File: src/rtl/ibex_rf_wb_arbiter.sv
// ibex_rf_wb_arbiter: merges EX and LSU write-backs onto the single register-file write port.
// Defining IBEX_RF_WB_ARB_PERF_EN adds the perf_conflict_o / perf_forced_o counters.
module ibex_rf_wb_arbiter #(
    parameter bit          RV32E       = 1'b0,
    parameter int unsigned DataWidth   = 32,
    parameter int unsigned StarveLimit = 4
) (
    input  logic                 clk_i,
    input  logic                 rst_ni,
    input  logic                 ex_valid_i,
    output logic                 ex_ready_o,
    input  logic [4:0]           ex_waddr_i,
    input  logic [DataWidth-1:0] ex_wdata_i,
    input  logic                 lsu_valid_i,
    output logic                 lsu_ready_o,
    input  logic [4:0]           lsu_waddr_i,
    input  logic [DataWidth-1:0] lsu_wdata_i,
    output logic [4:0]           waddr_a_o,
    output logic [DataWidth-1:0] wdata_a_o,
    output logic                 we_a_o,
    input  logic [4:0]           raddr_a_i,
    input  logic [4:0]           raddr_b_i,
    output logic                 fwd_a_o,
    output logic                 fwd_b_o,
    output logic [DataWidth-1:0] fwd_a_data_o,
    output logic [DataWidth-1:0] fwd_b_data_o,
    output logic                 wb_pending_o,
`ifdef IBEX_RF_WB_ARB_PERF_EN
    output logic [15:0]          perf_conflict_o,
    output logic [15:0]          perf_forced_o,
`endif
    output logic                 illegal_addr_o
);
    localparam logic [3:0] Limit = 4'(StarveLimit);

    logic                 buf_valid_q, buf_valid_d;
    logic [4:0]           buf_addr_q, buf_addr_d;
    logic [DataWidth-1:0] buf_data_q, buf_data_d;
    logic [3:0]           starve_q, starve_d;
    logic                 we_q, we_d;
    logic [4:0]           waddr_q, waddr_d;
    logic [DataWidth-1:0] wdata_q, wdata_d;
    logic                 illegal_q, illegal_d;
    logic                 ex_bad, lsu_bad, forced, lsu_acc, lsu_wr, ex_acc, ex_wr, buf_sel, ex_sel, ex_load;
    logic                 hit_a_buf, hit_b_buf;

    // Pick this cycle's writer, complete handshakes and compute the buffer/starvation next state.
    always_comb begin
        ex_bad      = RV32E && ex_waddr_i[4];
        lsu_bad     = RV32E && lsu_waddr_i[4];
        forced      = buf_valid_q && (starve_q == Limit);
        lsu_ready_o = !(forced || (buf_valid_q && (lsu_waddr_i == buf_addr_q)));
        lsu_acc     = lsu_valid_i && lsu_ready_o;
        lsu_wr      = lsu_acc && !lsu_bad && (lsu_waddr_i != 5'd0);
        buf_sel     = buf_valid_q && (forced || !lsu_wr);
        ex_ready_o  = !buf_valid_q || buf_sel;
        ex_acc      = ex_valid_i && ex_ready_o;
        ex_wr       = ex_acc && !ex_bad && (ex_waddr_i != 5'd0);
        ex_sel      = ex_wr && !buf_valid_q && !lsu_wr;
        ex_load     = ex_wr && !ex_sel;
        buf_valid_d = (buf_valid_q && !buf_sel) || ex_load;
        buf_addr_d  = ex_load ? ex_waddr_i : buf_addr_q;
        buf_data_d  = ex_load ? ex_wdata_i : buf_data_q;
        starve_d    = (buf_valid_q && !buf_sel) ? ((starve_q == Limit) ? Limit : starve_q + 4'd1) : 4'd0;
        we_d        = buf_sel || lsu_wr || ex_sel;
        waddr_d     = buf_sel ? buf_addr_q : lsu_wr ? lsu_waddr_i : ex_sel ? ex_waddr_i : waddr_q;
        wdata_d     = buf_sel ? buf_data_q : lsu_wr ? lsu_wdata_i : ex_sel ? ex_wdata_i : wdata_q;
        illegal_d   = (ex_acc && ex_bad) || (lsu_acc && lsu_bad);
    end

    // State registers; reset discards any buffered or in-flight write.
    always_ff @(posedge clk_i or negedge rst_ni) begin
        if (!rst_ni) begin
            buf_valid_q <= 1'b0;
            buf_addr_q  <= '0;
            buf_data_q  <= '0;
            starve_q    <= '0;
            we_q        <= 1'b0;
            waddr_q     <= '0;
            wdata_q     <= '0;
            illegal_q   <= 1'b0;
        end else begin
            buf_valid_q <= buf_valid_d;
            buf_addr_q  <= buf_addr_d;
            buf_data_q  <= buf_data_d;
            starve_q    <= starve_d;
            we_q        <= we_d;
            waddr_q     <= waddr_d;
            wdata_q     <= wdata_d;
            illegal_q   <= illegal_d;
        end
    end

    // Read-port forwarding: the buffer is newer than the output register, x0 never forwards.
    always_comb begin
        hit_a_buf    = buf_valid_q && (buf_addr_q == raddr_a_i);
        hit_b_buf    = buf_valid_q && (buf_addr_q == raddr_b_i);
        fwd_a_o      = (raddr_a_i != 5'd0) && (hit_a_buf || (we_q && (waddr_q == raddr_a_i)));
        fwd_b_o      = (raddr_b_i != 5'd0) && (hit_b_buf || (we_q && (waddr_q == raddr_b_i)));
        fwd_a_data_o = hit_a_buf ? buf_data_q : wdata_q;
        fwd_b_data_o = hit_b_buf ? buf_data_q : wdata_q;
    end

    assign we_a_o         = we_q;
    assign waddr_a_o      = waddr_q;
    assign wdata_a_o      = wdata_q;
    assign wb_pending_o   = buf_valid_q | we_q;
    assign illegal_addr_o = illegal_q;

`ifdef IBEX_RF_WB_ARB_PERF_EN
    logic [15:0] conflict_q, conflict_d, forced_cnt_q, forced_cnt_d;

    // Saturating counts of port contention and forced buffer drains.
    always_comb begin
        conflict_d   = (lsu_valid_i && (ex_valid_i || buf_valid_q) && (conflict_q != 16'hFFFF)) ? conflict_q + 16'd1 : conflict_q;
        forced_cnt_d = (forced && (forced_cnt_q != 16'hFFFF)) ? forced_cnt_q + 16'd1 : forced_cnt_q;
    end

    // Performance counter registers.
    always_ff @(posedge clk_i or negedge rst_ni) begin
        if (!rst_ni) begin
            conflict_q   <= '0;
            forced_cnt_q <= '0;
        end else begin
            conflict_q   <= conflict_d;
            forced_cnt_q <= forced_cnt_d;
        end
    end

    assign perf_conflict_o = conflict_q;
    assign perf_forced_o   = forced_cnt_q;
`endif
endmodule

File: config.mk
export PLATFORM = sky130hd
export DESIGN_NAME = ibex_rf_wb_arbiter
export DESIGN_NICKNAME = d
export VERILOG_FILES = /design/src/rtl/ibex_rf_wb_arbiter.sv
export SDC_FILE = /design/constraint.sdc
export NUM_CORES = 1
export LEC_CHECK = 0
export CAP_MARGIN = 15
export CORE_UTILIZATION = 46
export CTS_CLUSTER_SIZE = 10
export DETAILED_ROUTE_END_ITERATION = 7
export GPL_TIMING_DRIVEN = 0
export PLACE_DENSITY = 0.85
export REMOVE_ABC_BUFFERS = 1
export SLEW_MARGIN = 20
export SYNTH_ARGS = -nofsm -noshare
export SYNTH_HDL_FRONTEND = slang
export SYNTH_SLANG_ARGS = --single-unit
export TNS_END_PERCENT = 5
File: constraint.sdc
create_clock -name clk_i -period 3.1 [get_ports clk_i]
set_clock_uncertainty 0.1 [all_clocks]
set_input_delay 0.62 -clock clk_i [delete_from_list [all_inputs] [get_ports clk_i]]
set_output_delay 0.62 -clock clk_i [all_outputs]
set_load 0.02 [all_outputs]
==> run_results.csv, run 1 <==
group,metric,value,unit
cts,cts_buffers,9,
place,gp_congestion,0.826,
logic_synthesis,muxShareOfSynthArea,0.223,
sta,maxSlewHeadroom,0.535,
logic_synthesis,ys_seq_area_frac,0.357,
setup_path,r2r_start,"starve_q[0]",
setup_path,worstPathArrival,2380,ps
drt,dr_total_vias,5600,
layout,antenna_cells,0,
floorplan,die_w,112,um
grt,grt_first_pass_wirelength,31.3,mm
drt,via_per_inst,6.14,
logic_synthesis,synth_xor_area_frac,0.0391,
sta,worst_pin_slew,695,ps
logic_synthesis,yosys.area_share.simple,0.171,
cts,clk_pin_slew_worst_paths,60,ps
layout,final_cell_mix,"clkdlybuf4s50_1, dfrtp_1, mux2_2, buf_2, nor2_1",
setup_path,cp_max_fo,10,
hold_path,min_path_type,"input pin to asynchronous set/reset pin",
sta,setup_viol,1,
cts,cts_buffer_depth,2,
pwr,vdd_ir_drop_max,0.313,mV
setup_path,timing.rr.end,"buf_data_q[13]",
floorplan,die_y,112,um
grt,grt_pass1_vias,6110,
setup_path,r2r_cells,10,
setup_path,worstPathRequired,2380,ps
drt,routedWlPerCell,21.6,um
layout,final_common_cell,"clkdlybuf4s50_1",
grt,grt.total_usage,0.315,
cts,ctsHtreeMaxLevel,3,
grt,grt_overflow,0,
floorplan,die-area,12600,um2
run_status,violations,"negative setup slack",
logic_synthesis,synth_fa_ha_area_frac,0.00446,
setup_path,worstSetupStartpointType,"input pin",
sta,fmax,323,MHz
sta,rsz0062_at_grt,"yes",
drt,routed_wl,19.7,mm
logic_synthesis,synth_top_family_by_area,"multiplexers",
setup_path,critPathKind,"input pin to output port",
sta,drv_slew,0,
layout,drive_gt1_frac,0.325,
drt,drc,0,
pwr,internal-power,3150,uW
layout,syn2layout_area_growth,45.4,%
pwr,pwr-share-comb,0.454,
sta,fin_crit_sh,1.00,
pwr,switching_share,0.374,
logic_synthesis,synth_edf_count,0,
pwr,leakage,0.00354,uW
place,pre_cts_ws,-1320,ps
logic_synthesis,ys.flop_type,"dfrtp_1",
logic_synthesis,synth_warnings,0,
cts,clock_latency,340,ps
sta,setup_slack,-0.646,ps
grt,antenna_found_initial,0,
grt,grt_max_degree,71,
cts,clockRootBuffer,"clkbuf_16",
pwr,clock_power_share,0.233,
place,place_inst,871,
floorplan,core,11700,um2
pwr,seqPwrFrac,0.313,
sta,min_period,3100,ps
run_status,outcome,"finished with violations",
pwr,powerDensity,618,nW/um2
logic_synthesis,ys_types,42,
layout,fin_nets,855,
sta,finalHoldViolations,0,
cts,clkSinkCount,80,
floorplan,floorplan.rows,39,
layout,design_area,8150,um2
setup_path,reg2reg_slack,660,ps
logic_synthesis,async_flop_share,1.00,
drt,detail_route.iter0.violations,387,
floorplan,initial_core_util,0.481,
drt,firstDrtPassIters,5,
floorplan,io_pins,196,
cts,cts_tree,"built",
place,io_buffers,194,
logic_synthesis,synth.avg_cell_area,9.83,um2
place,dp_hpwl,12.3,mm
logic_synthesis,synth-compound-area-share,0.150,
logic_synthesis,syn_inst,570,
pwr,p_switching,1880,uW
setup_path,end_kind,"output port",
place,placed_cell_area,7770,um2
layout,fin_cells,912,
job,max_cap_violations,0,
logic_synthesis,synth-seq-cells,80,
drt,ant_nets,0,
logic_synthesis,netlist_area,5610,um2
cts,hold_buffers,0,
worst max path at each step:
stage | depth (start not counted) | slack [ps] | end | from
floorplan | 4 | -2500 | fwd_a_o | buf_valid_q
global route | 8 | -80 | fwd_b_data_o[1] | raddr_b_i[2]
finish | 7 | -0.6 | fwd_b_data_o[27] | raddr_b_i[0]
CTS | 8 | -30 | fwd_a_data_o[0] | raddr_a_i[3]
detailed placement | 7 | -1320 | fwd_b_data_o[8] | buf_valid_q
global placement | 4 | -6290 | fwd_a_data_o[29] | buf_valid_q
metrics by stage:
step | utilization | hold slack, ps | power [uW] | TNS (ps)
after global placement | 0.639 | 368 | 3800 | -781400
after detailed placement | 0.667 | 387 | 3940 | -122120
final | 0.699 | 154 | 5040 | -0.646
after global routing | 0.699 | 195 | 5260 | -253
after floorplan | - | 224 | 2820 | -230100
after CTS | 0.709 | 180 | 5060 | -30.7
critical path: stages:
cell             delay, ps
clkdlybuf4s50_1        510
xor2_2                 200
nor3_4                 170
buf_6                  160
buf_12                 140
mux2_2                 330
clkdlybuf4s15_2        250
what timing repair did:
item                       in CTS  in global routing
setup endpoints to repair     143                 73
buffers inserted               20                  2
pin swaps                      11                  2
gates resized for setup       266                 34
gates cloned                    4                  0
state kept, by name, summed over array words and instances, names as in the netlist:
| register | cells |
|---|---|
| buf_addr_q | 5 |
| buf_data_q | 32 |
| buf_valid_q | 1 |
| starve_q | 4 |
| waddr_a_o | 5 |
| wdata_a_o | 32 |
| we_a_o | 1 |
per-layer routing:
layer / up-vias / track usage / share of wire
li1: 2496 / - / -
met1: 2785 / 0.369 / 0.40
met2: 284 / 0.557 / 0.51
met3: 35 / 0.0632 / 0.069
met4: 0 / 0.142 / 0.021
met5: - / 0 / 0
power by group through the flow:
stage | sequential, uW | combinational, uW | clock [uW]
2_1_floorplan | 1640 | 1180 | 0
3_3_place_gp | 1570 | 2220 | 0
3_5_place_dp | 1580 | 2360 | 0
4_1_cts | 1560 | 2330 | 1170
5_1_grt | 1610 | 2430 | 1220
6_report | 1570 | 2290 | 1170
layout make-up:
class                           instances  area [um2]
Clock buffer                           12         256
Clock inverter                          3        65.1
Fill cell                             860        3510
Inverter                                8        42.5
Multi-Input combinational cell        435        3460
Sequential cell                        80        2010
Tap cell                              143         179
Timing Repair Buffer                  231        2140
synthesized netlist by cell type (2+ instances only):
library cell   n  area, um2
mux2_4        30        450
nand4_1        2       12.5
ha_1           2       25.0
dfrtp_1       80       2000
mux2_1         7       78.8
nor3_1        31        155
or4_4          2       22.5
inv_1          7       26.3
a21oi_1       41        205
nand3_1        3       15.0
buf_6          8       90.1
xnor2_1       10       87.6
xor2_1        15        131
nor4b_2        4       60.1
nor2_1        43        161
and3_1        37        231
o32a_1        37        370
nand2_1       38        143
clkbuf_1      26       97.6
nor3_2        10        100
a31oi_1        2       12.5
nor4_1         4       25.0
mux2_2        64        721
or4_1          2       15.0
buf_2         15       75.1
o21ai_0       34        170
kinds of logic (layout without fill, tap and decap cells):
| kind of cell | Yosys count | count (layout) |
|---|---|---|
| simple gates | 179 | 179 |
| compound gates | 123 | 127 |
| mux | 101 | 101 |
| flops | 80 | 80 |
| buf+inv | 59 | 254 |
| xor+xnor | 25 | 25 |
| fa+ha+maj | 2 | 2 |
| other cells | 1 | 1 |
No activity file was read; power rests on OpenSTA's default activity.
==> run 2, diff against run 1 <==
- CTS_CLUSTER_DIAMETER: not set -> 50
==> results of run 2 <==
No change in the layout: final DEF, timing and power equal those of run 1.
